$ cat src/rtl/id_stage_pipe_pkg.sv
// Shared definitions for the integer decode stage: opcode constants,
// ALU control encodings, and the decoded-control bundle layout.
package id_stage_pipe_pkg;

    localparam int XLEN_DEF = 64;

    localparam logic [6:0] OP_IMM    = 7'b0010011;
    localparam logic [6:0] OP        = 7'b0110011;
    localparam logic [6:0] OP_IMM_32 = 7'b0011011;
    localparam logic [6:0] OP_32     = 7'b0111011;
    localparam logic [6:0] LUI       = 7'b0110111;
    localparam logic [6:0] AUIPC     = 7'b0010111;

    // {alt, funct3}; alt is set only for SUB / SRA / SRAI
    typedef enum logic [3:0] {
        ALU_ADD  = 4'b0000,
        ALU_SLL  = 4'b0001,
        ALU_SLT  = 4'b0010,
        ALU_SLTU = 4'b0011,
        ALU_XOR  = 4'b0100,
        ALU_SRL  = 4'b0101,
        ALU_OR   = 4'b0110,
        ALU_AND  = 4'b0111,
        ALU_SUB  = 4'b1000,
        ALU_SRA  = 4'b1101
    } alu_ctl_e;

    typedef struct packed {
        logic     ra_en;
        logic     rb_en;
        logic     rd_en;
        logic     alu_asrc;
        logic     alu_bsrc;
        logic     alu_word;
        alu_ctl_e alu_ctl;
    } id_ctrl_t;

endpackage

$ cat src/rtl/id_stage_pipe_decode_comb.sv
// Pure combinational RV64I integer-ALU decoder (OP-IMM, OP, *-32, LUI, AUIPC).
// Illegal words come out as an all-zero NOP bundle.
// ID_ILLEGAL_TRAP_EN: exposes the illegal flag as o_illegal.
module id_decode_comb
    import id_stage_pipe_pkg::*;
#(
    parameter int XLEN   = XLEN_DEF,
    parameter int ILEN   = 32,
    parameter int REG_AW = 5
) (
    input  logic [ILEN-1:0]   i_inst,
    output id_ctrl_t          o_ctrl,
    output logic [REG_AW-1:0] o_ra_addr,
    output logic [REG_AW-1:0] o_rb_addr,
    output logic [REG_AW-1:0] o_rd_addr,
    output logic [XLEN-1:0]   o_imm
`ifdef ID_ILLEGAL_TRAP_EN
    ,
    output logic              o_illegal
`endif
);

    logic [6:0]         w_opc;
    logic [2:0]         w_f3;
    logic [6:0]         w_f7;
    logic [5:0]         w_f6;
    logic signed [11:0] w_imm_i;
    logic signed [31:0] w_imm_u;
    logic               w_legal;
    logic               w_alt;
    id_ctrl_t           w_ctrl;
    logic [XLEN-1:0]    w_imm;

    assign w_opc   = i_inst[6:0];
    assign w_f3    = i_inst[14:12];
    assign w_f7    = i_inst[31:25];
    assign w_f6    = i_inst[31:26];
    assign w_imm_i = i_inst[31:20];
    assign w_imm_u = {i_inst[31:12], 12'b0};

    // opcode/funct legality check and control generation; illegal collapses to NOP
    always_comb begin
        w_ctrl  = '0;
        w_imm   = '0;
        w_legal = 1'b0;
        w_alt   = 1'b0;
        case (w_opc)
            OP_IMM: begin
                w_legal         = 1'b1;
                w_ctrl.ra_en    = 1'b1;
                w_ctrl.alu_bsrc = 1'b1;
                w_imm           = XLEN'(w_imm_i);
                // 6-bit shamt on RV64; on RV32 shamt[5] must be clear
                if (w_f3 == 3'b001) begin
                    w_legal = (w_f6 == 6'b000000) && (XLEN == 64 || !i_inst[25]);
                end else if (w_f3 == 3'b101) begin
                    w_legal = (w_f6 == 6'b000000 || w_f6 == 6'b010000) &&
                              (XLEN == 64 || !i_inst[25]);
                    w_alt   = i_inst[30];
                end
            end
            OP: begin
                w_ctrl.ra_en = 1'b1;
                w_ctrl.rb_en = 1'b1;
                if (w_f7 == 7'b0000000) begin
                    w_legal = 1'b1;
                end else if (w_f7 == 7'b0100000 && (w_f3 == 3'b000 || w_f3 == 3'b101)) begin
                    w_legal = 1'b1;
                    w_alt   = 1'b1;
                end
            end
            OP_IMM_32: begin
                w_ctrl.ra_en    = 1'b1;
                w_ctrl.alu_bsrc = 1'b1;
                w_ctrl.alu_word = 1'b1;
                w_imm           = XLEN'(w_imm_i);
                case (w_f3)
                    3'b000:  w_legal = 1'b1;
                    3'b001:  w_legal = (w_f7 == 7'b0000000);
                    3'b101: begin
                        w_legal = (w_f7 == 7'b0000000 || w_f7 == 7'b0100000);
                        w_alt   = i_inst[30];
                    end
                    default: w_legal = 1'b0;
                endcase
                if (XLEN != 64) w_legal = 1'b0;
            end
            OP_32: begin
                w_ctrl.ra_en    = 1'b1;
                w_ctrl.rb_en    = 1'b1;
                w_ctrl.alu_word = 1'b1;
                w_alt           = w_f7[5];
                w_legal = (w_f3 == 3'b000 || w_f3 == 3'b001 || w_f3 == 3'b101) &&
                          (w_f7 == 7'b0000000 || (w_f7 == 7'b0100000 && w_f3 != 3'b001)) &&
                          (XLEN == 64);
            end
            LUI, AUIPC: begin
                w_legal         = 1'b1;
                w_ctrl.alu_bsrc = 1'b1;
                w_ctrl.alu_asrc = (w_opc == AUIPC);
                w_imm           = XLEN'(w_imm_u);
            end
            default: w_legal = 1'b0;
        endcase
        w_ctrl.rd_en   = 1'b1;
        w_ctrl.alu_ctl = (w_opc == LUI || w_opc == AUIPC) ? ALU_ADD
                                                          : alu_ctl_e'({w_alt, w_f3});
        if (!w_legal) begin
            w_ctrl = '0;
            w_imm  = '0;
        end
    end

    assign o_ctrl    = w_ctrl;
    assign o_imm     = w_imm;
    // ra_en is low only for LUI/AUIPC and NOPs, both of which want ra_addr=0
    assign o_ra_addr = w_ctrl.ra_en ? REG_AW'(i_inst[19:15]) : '0;
    assign o_rb_addr = w_legal ? REG_AW'(i_inst[24:20]) : '0;
    assign o_rd_addr = w_legal ? REG_AW'(i_inst[11:7])  : '0;
`ifdef ID_ILLEGAL_TRAP_EN
    assign o_illegal = !w_legal;
`endif

endmodule

$ cat src/rtl/id_stage_pipe.sv
// Registered, valid/ready decode stage between IF and EX: one-entry output
// register around id_decode_comb, with flush.
// ID_ILLEGAL_TRAP_EN: adds out_illegal and out_inst (raw word for trap value).
module id_stage_pipe
    import id_stage_pipe_pkg::*;
#(
    parameter int XLEN   = XLEN_DEF,
    parameter int ILEN   = 32,
    parameter int REG_AW = 5,
    parameter int PC_W   = 64
) (
    input  logic              clk,
    input  logic              rst_n,
    input  logic              flush,
    input  logic              in_valid,
    output logic              in_ready,
    input  logic [ILEN-1:0]   in_inst,
    input  logic [PC_W-1:0]   in_pc,
    output logic              out_valid,
    input  logic              out_ready,
    output logic [PC_W-1:0]   out_pc,
    output logic              ra_en,
    output logic [REG_AW-1:0] ra_addr,
    output logic              rb_en,
    output logic [REG_AW-1:0] rb_addr,
    output logic              rd_en,
    output logic [REG_AW-1:0] rd_addr,
    output logic [XLEN-1:0]   imm,
    output logic              alu_asrc,
    output logic              alu_bsrc,
    output logic              alu_word,
    output logic [3:0]        alu_ctl
`ifdef ID_ILLEGAL_TRAP_EN
    ,
    output logic              out_illegal,
    output logic [ILEN-1:0]   out_inst
`endif
);

    id_ctrl_t          w_ctrl;
    logic [REG_AW-1:0] w_ra_addr, w_rb_addr, w_rd_addr;
    logic [XLEN-1:0]   w_imm;
    logic              w_load;

    id_ctrl_t          r_ctrl;
    logic              r_valid;
    logic [PC_W-1:0]   r_pc;
    logic [REG_AW-1:0] r_ra_addr, r_rb_addr, r_rd_addr;
    logic [XLEN-1:0]   r_imm;
`ifdef ID_ILLEGAL_TRAP_EN
    logic              w_illegal;
    logic              r_illegal;
    logic [ILEN-1:0]   r_inst;
`endif

    id_decode_comb #(
        .XLEN   (XLEN),
        .ILEN   (ILEN),
        .REG_AW (REG_AW)
    ) u_dec (
        .i_inst    (in_inst),
        .o_ctrl    (w_ctrl),
        .o_ra_addr (w_ra_addr),
        .o_rb_addr (w_rb_addr),
        .o_rd_addr (w_rd_addr),
        .o_imm     (w_imm)
`ifdef ID_ILLEGAL_TRAP_EN
        ,
        .o_illegal (w_illegal)
`endif
    );

    // free slot or the held entry leaves this cycle; independent of in_valid and flush
    assign in_ready = !r_valid || out_ready;
    assign w_load   = in_valid && in_ready && !flush;

    // entry register: flush beats load beats drain; hold otherwise
    always_ff @(posedge clk or negedge rst_n) begin
        if (!rst_n) begin
            r_valid   <= 1'b0;
            r_ctrl    <= '0;
            r_pc      <= '0;
            r_ra_addr <= '0;
            r_rb_addr <= '0;
            r_rd_addr <= '0;
            r_imm     <= '0;
`ifdef ID_ILLEGAL_TRAP_EN
            r_illegal <= 1'b0;
            r_inst    <= '0;
`endif
        end else if (flush) begin
            r_valid <= 1'b0;
        end else if (w_load) begin
            r_valid   <= 1'b1;
            r_ctrl    <= w_ctrl;
            r_pc      <= in_pc;
            r_ra_addr <= w_ra_addr;
            r_rb_addr <= w_rb_addr;
            r_rd_addr <= w_rd_addr;
            r_imm     <= w_imm;
`ifdef ID_ILLEGAL_TRAP_EN
            r_illegal <= w_illegal;
            r_inst    <= in_inst;
`endif
        end else if (out_ready) begin
            r_valid <= 1'b0;
        end
    end

    assign out_valid = r_valid;
    assign out_pc    = r_pc;
    assign ra_en     = r_ctrl.ra_en;
    assign rb_en     = r_ctrl.rb_en;
    assign rd_en     = r_ctrl.rd_en;
    assign alu_asrc  = r_ctrl.alu_asrc;
    assign alu_bsrc  = r_ctrl.alu_bsrc;
    assign alu_word  = r_ctrl.alu_word;
    assign alu_ctl   = r_ctrl.alu_ctl;
    assign ra_addr   = r_ra_addr;
    assign rb_addr   = r_rb_addr;
    assign rd_addr   = r_rd_addr;
    assign imm       = r_imm;
`ifdef ID_ILLEGAL_TRAP_EN
    assign out_illegal = r_illegal;
    assign out_inst    = r_inst;
`endif

endmodule

$ cat config.mk
export PLATFORM = sky130hd
export DESIGN_NAME = id_stage_pipe
export DESIGN_NICKNAME = d
export VERILOG_FILES = /design/src/rtl/id_stage_pipe_pkg.sv /design/src/rtl/id_stage_pipe_decode_comb.sv /design/src/rtl/id_stage_pipe.sv
export SDC_FILE = /design/constraint.sdc
export NUM_CORES = 1
export LEC_CHECK = 0
export CORE_MARGIN = 4
export CORE_UTILIZATION = 23
export CTS_CLUSTER_DIAMETER = 200
export DETAILED_ROUTE_END_ITERATION = 10
export PLACE_DENSITY = 0.62
export SYNTH_ARGS = -nofsm -noshare
export SYNTH_HDL_FRONTEND = slang
export SYNTH_SLANG_ARGS = --single-unit
$ cat constraint.sdc
create_clock -name clk -period 3.65 [get_ports clk]
set_input_delay 0.73 -clock clk [delete_from_list [all_inputs] [get_ports clk]]
set_output_delay 0.73 -clock clk [all_outputs]
set_load 0.005 [all_outputs]
==> metrics.yaml <==
sta:
  whs_ns: 0.381
  setup_tns_ns: 0
  slew_headroom_pct: 44.2
  tightest_slew_ns: 0.837
  rsz0062_at_grt: "no"
  drv_slew: 0
  min_period_over_period_pct: 82.9
  setup-violations-final: 0
  fin_crit_ns: 3.03
  skew_ns: 0.0111
  timing_hold_violations_final: 0
  timing.fmax_mhz: 330
placed_design:
  portBuffers: 255
  hpwl_mm: 11.3
  dp.cells: 977
  place_congestion: 0.750
hold_path:
  hp-class: "in2async"
worst_setup_path:
  arrival_ns: 3.38
  criticalPathCategory: "in2reg"
  endpoint: "imm[28]"
  ff2ff_path_depth: 6
  r2r_end: "imm[28]"
  worstPathRequired_ns: 4.00
  reg2reg_from: "out_valid"
  reg2reg_slack_ns: 1.82
  crit_path_end_kind: "flop"
  path_max_fanout: 12
  critical_path.startpoint: "in_inst[27]"
  startpoint_type: "input pin"
cells_and_area:
  drive_gt1_share_pct: 9.81
  syn_to_final_growth_pct: 64.5
  antenna_cells: 0
  fin_cells: 1009
  fillers: 2108
  nets: 822
grt:
  grt_max_degree: 59
  grt_pass1_vias: 4360
  overflow: 0
  antenna_found_initial: 1
  grtUsageTotal_pct: 12.7
  grt_pass1_wl_mm: 24.3
pwr:
  power.share.clock_pct: 43.9
  power.leakage_nw: 3.74
  seq_power_share_pct: 39.0
  p_comb_share_pct: 17.1
  intPower_mw: 2.92
  swShare_pct: 26.1
  power.density_nw_per_um2: 479
  p_sw_mw: 1.03
  ir_worst_vdd_mv: 0.281
routing:
  wl_per_cell_um: 15.7
  drtPass1Iterations: 4
  viasPerCell: 4.29
  drtIter0Drc: 255
  drt-total-wl_mm: 15.8
  vias: 4332
  drc: 0
  ant_nets: 0
logic_synthesis:
  syn_area_um2: 5020
  syn_inst: 496
  synthFlopType: "dfrtp_1"
  synth_area_leader_cell: "dfrtp_1"
  seq_area_frac_synth_pct: 60.8
  synth_common_cells: "221 x nand2_1, 122 x dfrtp_1, 34 x buf_4"
  netlist.area_leader.share_pct: 60.8
  synth.area.top_cells: "dfrtp_1 61%, nand2_1 17%, buf_4 5.1%"
  post-synth-top-count-cell: "nand2_1"
  synth_cell_types: 35
  syn-mean-instance-area_um2: 10.1
  ys_async_sr_fraction_pct: 100
  synth_warnings: 0
  synth_nets: 597
  synth_seq_cells: 122
  synth_edf_count: 0
clock_network:
  clock-root-buffer: "clkbuf_16"
  postCtsHoldBufs: 0
  clkTransAtPathRegs_ns: 0.06
  cts_sinks: 122
  ctsHtreeMaxLevel: 4
  cts.path.max_buffers: 2
  cts.repair.resized: 0
  cts_setup_buffers: 0
  cts_tree: "yes"
  cts_buffers: 17
  clock_latency_ns: 0.41
die:
  die-area_um2: 24300
  num_rows: 53
  coreArea_um2: 21200
  die_width_um: 156
  initial_core_util_pct: 23.7
  io_pins: 256
  die_y_um: 156
flow_run:
  drv_cap: 0
outcome:
  outcome: "finished, final reports clean"
## state kept, by name, indices dropped and copies added, names as in the netlist
register	cells
out_pc	64
imm	32
ra_addr	5
rb_addr	5
rd_addr	5
alu_ctl	4
alu_asrc	1
alu_bsrc	1
alu_word	1
out_valid	1
ra_en	1
rb_en	1
rd_en	1
## cells by family after synthesis
| logic type | after synthesis | synth area share [%] |
|---|---|---|
| simple gates | 246 | 19.7 |
| flops | 122 | 60.8 |
| buf+inv | 65 | 7.70 |
| compound gates | 63 | 11.8 |
## worst max-delay path: stages
cell and delay, ns:
clkdlybuf4s50_1 0.47, or4_1 0.58, or4_1 0.46, or3b_4 0.43
a311oi_2 0.32, buf_4 0.25, a221o_2 0.13
## layout by cell type, fill, tap and decap left out, types with 6 or more instances in the layout
cell type,Yosys,final
clkbuf_16,0,17
nand2_1,221,221
clkdlybuf4s50_1,0,254
buf_4,34,13
dfrtp_1,122,122
nor2_1,6,6
a32o_1,12,12
a22o_1,11,11
a221o_2,19,19
inv_6,0,6
a21oi_1,11,11
## power by group through the flow
stage                     clock [mW]  combinational (mW)  sequential [mW]
after floorplan                    0               0.202             1.58
final                           1.74               0.675             1.54
after CTS                       1.78               0.693             1.55
after global routing            1.84               0.741             1.56
after detailed placement           0               0.689             1.57
after global placement             0               0.686             1.56
## routing by layer
metal / up-vias / GRT usage, % / wire length [um]
li1: 2073 / - / -
met1: 2059 / 15.3 / 6490
met2: 187 / 21.1 / 7720
met3: 11 / 4.80 / 1380
met4: 2 / 4.29 / 193
met5: - / 0 / 13
## final cells by class
cell class	count	area (um^2)	area share (%)
multi-input cells	309	1590	19.2
clock inverters	15	178	2.15
flip-flops and latches	122	3050	37.0
inverters	3	11.3	0.136
clock buffers	17	425	5.15
well taps	275	344	4.17
repair buffers	268	2660	32.2
## metrics by stage
| step | cell area [um^2] | worst slack (ns) | total power, mW | util, % |
|---|---|---|---|---|
| floorplan | 5020 | 0.887 | 1.78 | - |
| global placement | 7650 | 0.288 | 2.25 | 36.1 |
| detailed placement | 7650 | 0.237 | 2.26 | 36.1 |
| CTS | 8260 | 0.654 | 4.02 | 38.9 |
| global route | 8260 | 0.577 | 4.14 | 38.9 |
| finish | 8260 | 0.624 | 3.95 | 38.9 |
## how the worst min path moves through the flow
stage                from         end  slack, ns  depth (start not counted)
5_1_grt             rst_n     imm[22]       0.43                          1
3_5_place_dp   out_pc[25]  out_pc[25]       0.46                          2
6_report            rst_n     imm[19]       0.38                          1
4_1_cts             rst_n     imm[22]       0.41                          1
2_1_floorplan       rst_n    alu_asrc       0.43                          0
3_3_place_gp   out_pc[60]  out_pc[60]       0.46                          2
No activity file was read; power rests on OpenSTA's default activity.
